--- config.mk ---
export PLATFORM = sky130hd
export DESIGN_NAME = acs_pm_k3
export DESIGN_NICKNAME = d
export VERILOG_FILES = /design/src/rtl/acs_pm_k3.sv
export SDC_FILE = /design/constraint.sdc
export NUM_CORES = 1
export LEC_CHECK = 0
export ABC_AREA = 1
export CAP_MARGIN = 5
export CORE_MARGIN = 10
export CORE_UTILIZATION = 65
export CTS_CLUSTER_SIZE = 24
export DETAILED_ROUTE_END_ITERATION = 7
export GPL_TIMING_DRIVEN = 1
export PLACE_DENSITY = 0.9
export SLEW_MARGIN = 20
export SYNTH_ARGS = -nofsm -noshare
export SYNTH_HDL_FRONTEND = slang
export SYNTH_SLANG_ARGS = --single-unit
--- constraint.sdc ---
create_clock -name clk -period 12.7 [get_ports clk]
set_clock_uncertainty 0.1 [all_clocks]
set_input_delay 2.54 -clock clk [delete_from_list [all_inputs] [get_ports clk]]
set_output_delay 2.54 -clock clk [all_outputs]
set_load 0.02 [all_outputs]
--- src/rtl/acs_pm_k3.sv ---
// Add-compare-select and path-metric store for the K=3 (7,5) Viterbi decoder.
// Define PM_NORM_EN for subtractive metric normalization; otherwise metrics saturate.
module acs_pm_k3 #(
  parameter int PM_W    = 6,
  parameter int INIT_PM = 16
) (
  input  logic            clk,
  input  logic            rst_n,
  input  logic            sync_clr,
  input  logic            in_valid,
  input  logic [7:0]      bm_in,
  output logic            out_valid,
  output logic [3:0]      decisions,
  output logic [1:0]      best_state,
  output logic [PM_W-1:0] best_pm
);

  logic [PM_W-1:0] pm_reg  [4];
  logic [PM_W-1:0] pm_next [4];
  logic [1:0]      bm      [4];
  logic [PM_W:0]   cand0   [4];
  logic [PM_W:0]   cand1   [4];
  logic [PM_W:0]   sel     [4];
  logic [3:0]      dec_next;

  genvar gi;
  generate
    for (gi = 0; gi < 4; gi++) begin : g_bm
      assign bm[gi] = bm_in[2*gi+1 -: 2];
    end

    // Next state ns={u,a} is reached from {a,0} and {a,1}.
    for (gi = 0; gi < 4; gi++) begin : g_acs
      localparam int A   = gi & 1;
      localparam int U   = (gi >> 1) & 1;
      localparam int PS0 = 2 * A;
      localparam int PS1 = 2 * A + 1;
      localparam int CW0 = (((U ^ A) & 1) << 1) | U;
      localparam int CW1 = (((U ^ A ^ 1) & 1) << 1) | (1 - U);

      assign cand0[gi]    = {1'b0, pm_reg[PS0]} + {{(PM_W-1){1'b0}}, bm[CW0]};
      assign cand1[gi]    = {1'b0, pm_reg[PS1]} + {{(PM_W-1){1'b0}}, bm[CW1]};
      assign dec_next[gi] = cand1[gi] < cand0[gi];
      assign sel[gi]      = dec_next[gi] ? cand1[gi] : cand0[gi];
    end

`ifdef PM_NORM_EN
    localparam logic [PM_W:0] HALF = (PM_W+1)'(1) << (PM_W-1);
    logic all_high;
    assign all_high = (sel[0] >= HALF) && (sel[1] >= HALF) &&
                      (sel[2] >= HALF) && (sel[3] >= HALF);
    for (gi = 0; gi < 4; gi++) begin : g_norm
      assign pm_next[gi] = all_high ? PM_W'(sel[gi] - HALF) : PM_W'(sel[gi]);
    end
`else
    for (gi = 0; gi < 4; gi++) begin : g_sat
      assign pm_next[gi] = sel[gi][PM_W] ? {PM_W{1'b1}} : sel[gi][PM_W-1:0];
    end
`endif
  endgenerate

  // Strict compares keep the lower index on equal metrics.
  logic [1:0]      best_state_next;
  logic [PM_W-1:0] best_pm_next;
  logic            b01, b23;
  logic [PM_W-1:0] m01, m23;

  always_comb begin
    b01 = 1'b0;
    m01 = pm_next[0];
    b23 = 1'b0;
    m23 = pm_next[2];
    if (pm_next[1] < pm_next[0]) begin
      b01 = 1'b1;
      m01 = pm_next[1];
    end
    if (pm_next[3] < pm_next[2]) begin
      b23 = 1'b1;
      m23 = pm_next[3];
    end
    best_state_next = {1'b0, b01};
    best_pm_next    = m01;
    if (m23 < m01) begin
      best_state_next = {1'b1, b23};
      best_pm_next    = m23;
    end
  end

  always_ff @(posedge clk or negedge rst_n) begin
    if (!rst_n) begin
      for (int i = 0; i < 4; i++)
        pm_reg[i] <= (i == 0) ? '0 : PM_W'(INIT_PM);
      out_valid  <= 1'b0;
      decisions  <= '0;
      best_state <= '0;
      best_pm    <= '0;
    end else if (sync_clr) begin
      for (int i = 0; i < 4; i++)
        pm_reg[i] <= (i == 0) ? '0 : PM_W'(INIT_PM);
      out_valid <= 1'b0;
    end else if (in_valid) begin
      for (int i = 0; i < 4; i++)
        pm_reg[i] <= pm_next[i];
      out_valid  <= 1'b1;
      decisions  <= dec_next;
      best_state <= best_state_next;
      best_pm    <= best_pm_next;
    end else begin
      out_valid <= 1'b0;
    end
  end

endmodule

==> out/qor.log <==
[outcome] result of the run complete, no violations
[drt] DR WL met3 967 um
[drt] wl on met1 4.573 mm
[synthesis] Cells after Synth 582
[finish] multi-input gate area in the final layout 2783 um2
[finish] area of all sequential standard cells 929.6 um2
[floorplan] width of the die 100.1 um
[drt] Top Layer Used met4
[critical_path] data arrival time at the worst-slack endpoint 8490 ps
[synthesis] mean post-synth cell area 7.172 um2
[critical_path] required time reported for the critical path endpoint 12850 ps
[drt] violation count after the first detailed-routing iteration 377
[finish] Layout Nets 678
[drt] number of DRC violations after detailed routing 0
[drt] wire length reported by the detailed router 10.64 mm
[synthesis] async set or reset register ratio after synthesis 100.0%
[critical_path] minimum setup slack among reg-to-reg paths 6690 ps
[drt] met2 WL post-DR 4.878 mm
[synthesis] post-synth net total 657
[clock_network] # Post-CTS Setup Buffers 0
[timing] hold violation total from the final report 0
[timing] Period Utilization, post-route 65.72%
[global_routing] pin count of the biggest net entering global routing 38
[critical_path] Critical Path Source Type primary input
[finish] leading cell type in the layout, fill and taps excluded nand2_1
[placement] routability cong. 0.9305
[critical_path] CP most frequent cell nand2_1
[clock_network] clock tree from TritonCTS yes
[clock_network] post-CTS sizing 0
[global_routing] residual overflow from global routing 0
[synthesis] YS warnings 0
[clock_network] number of levels the H-tree was split into 2
[timing] setup repair after global routing missed its margin false
[worst_hold_path] worst min path class reg2reg
[placement] count of buffers inserted at the top-level ports 24
[clock_network] hold buffer count at CTS 0
[timing] relative slew slack 27.17%
[clock_network] register clock-pin slew on the reported worst setup and hold paths 80 ps
[drt] average detailed-routed wire length per instance 15.63 um
[timing] Tmin final 8346 ps
[clock_network] clock tree root buffer cell clkbuf_8
[floorplan] Die ar. 10030 um2
[finish] most frequent cells in the layout nand2_1, inv_1, ha_1
[clock_network] latest clock arrival within the worst-skew pair 310 ps
[finish] fraction of final layout cells sized beyond drive strength 1 10.43%
[floorplan] Core Rows 29
[finish] antenna cell count 0
[drt] Antenna Nets Post-Route 0
[global_routing] number of global-route vias before repair 3805
[timing] Final Slew Violations 0
[timing] Final TNS setup 0 ps
[critical_path] Worst Path Class, Setup in2reg
[global_routing] overall routing resource usage 21.24%
[synthesis] most frequently used flop master after synthesis dfrtp_1
[floorplan] num ports 25
[timing] final setup fails 0
[global_routing] global-route wire length before repair 17.67 mm
[synthesis] sequential area share after synthesis 22.27%
[synthesis] Synth cell types 37
[critical_path] Worst path max stage delay 520 ps
[global_routing] number of antenna violations at the first check in global routing 0
[floorplan] core outline area 6277 um2
[synthesis] count of state elements after synthesis 37
[clock_network] maximum count of clock buffers along a single path 2
[finish] number of inserted filler cells in the final layout 493
[drt] vias after detailed routing 3894
[placement] detailed placer's ending HPWL 8.463 mm
[clock_network] Clock Sink Count 37
[critical_path] highest-delay cell along the critical path clkdlybuf4s50_1
[drt] Pre-Repair DR Iteration Count 6
[synthesis] number of synthesized flops with an enable pin 0
[clock_network] TritonCTS Buffers 5
[critical_path] crit-path max FO 12
[critical_path] Critical Path Sink Type register
[timing] Slew @ Worst Pin 1088 ps
[synthesis] mapped cell area 4174 um2
[drt] number of vias per cell after detailed routing 5.718
[finish] number of flip-flops in the largest register 24
[timing] highest achievable clock rate 0.1198 GHz
[floorplan] initial standard-cell utilization of the core 66.49%
[flow_run] number of maximum-capacitance constraint violations 0
[finish] synthesis-to-layout area growth 8.603%
[floorplan] height of the chip 100.1 um
## cells in the mapped netlist, drive strengths merged, types with 3 or more instances
library cell / count / area (um2)
a211oi: 10 / 75.07
a21oi: 13 / 87.58
buf: 5 / 42.53
clkbuf: 6 / 22.52
dfrtp: 34 / 850.8
dfstp: 3 / 78.83
fa: 8 / 160.2
ha: 55 / 688.2
inv: 103 / 389.1
nand2: 185 / 810.8
nand3: 36 / 207.7
nor2: 33 / 148.9
o211ai: 4 / 30.03
o21ai: 31 / 155.1
o22ai: 19 / 118.9
or2: 4 / 27.53
xnor2: 3 / 26.28
xor2: 23 / 201.4
## area by class of cell
class | count | share of cell area [%]
Multi-Input combinational cell | 429 | 61.39
Tap cell | 77 | 2.125
Sequential cell | 37 | 20.51
Timing Repair Buffer | 25 | 5.355
Inverter | 105 | 8.750
Clock inverter | 1 | 0.1932
Clock buffer | 7 | 1.684
## cell families after synthesis
group                      after synthesis  synth area share (%)
and+or+nand+nor                        260                 29.17
buffers and inverters                  116                 11.06
AOI/OAI and AO/OA                       80                 11.72
adders and majority gates               63                 20.32
xor gates and xnor gates                26                 5.456
DFF                                     37                 22.27
## final timing paths
path | start | end | cells past startpoint
max | bm_in[0] | best_pm[2]$_DFFE_PN0P_ | 30
min | best_pm[3]$_DFFE_PN0P_ | best_pm[3]$_DFFE_PN0P_ | 2
max reg2reg | pm_reg[18]$_DFFE_PN0P_ | best_pm[2]$_DFFE_PN0P_ | 29
min reg2reg | best_pm[3]$_DFFE_PN0P_ | best_pm[3]$_DFFE_PN0P_ | 2
max in group asynchronous | rst_n | pm_reg[7]$_DFFE_PN0P_ | 1
min in group asynchronous | rst_n | pm_reg[23]$_DFFE_PN0P_ | 1
## metal layers
| metal | track usage, % | up-vias |
|---|---|---|
| met5 | 0 | - |
| met4 | 6.196 | 0 |
| met3 | 5.288 | 28 |
| met2 | 34.82 | 178 |
| met1 | 26.92 | 1797 |
| li1 | - | 1891 |
## critical path: cells and delay by family
family                   cells  cell delay (ps)
buffers and inverters        5             1140
AO/OA/AOI/OAI                9             2140
AND/OR/NAND/NOR             11             1110
adder cells (fa/ha/maj)      5             1560
## stage by stage
stage / hold slack [ps] / cell area (um2) / instances / utilization, % / setup slack, ps
floorplan: 437.4 / 4174 / 582 / - / 5024
global placement: 365.7 / 4448 / 673 / 70.86 / 4420
detailed placement: 369.8 / 4448 / 673 / 70.86 / 4227
CTS: 393.8 / 4533 / 681 / 72.21 / 4490
global route: 413.6 / 4533 / 681 / 72.21 / 3904
finish: 392.2 / 4533 / 681 / 72.21 / 4354
Power is not shown: default switching activity piles up to over one toggle a cycle in this logic, so the estimate is an artifact.
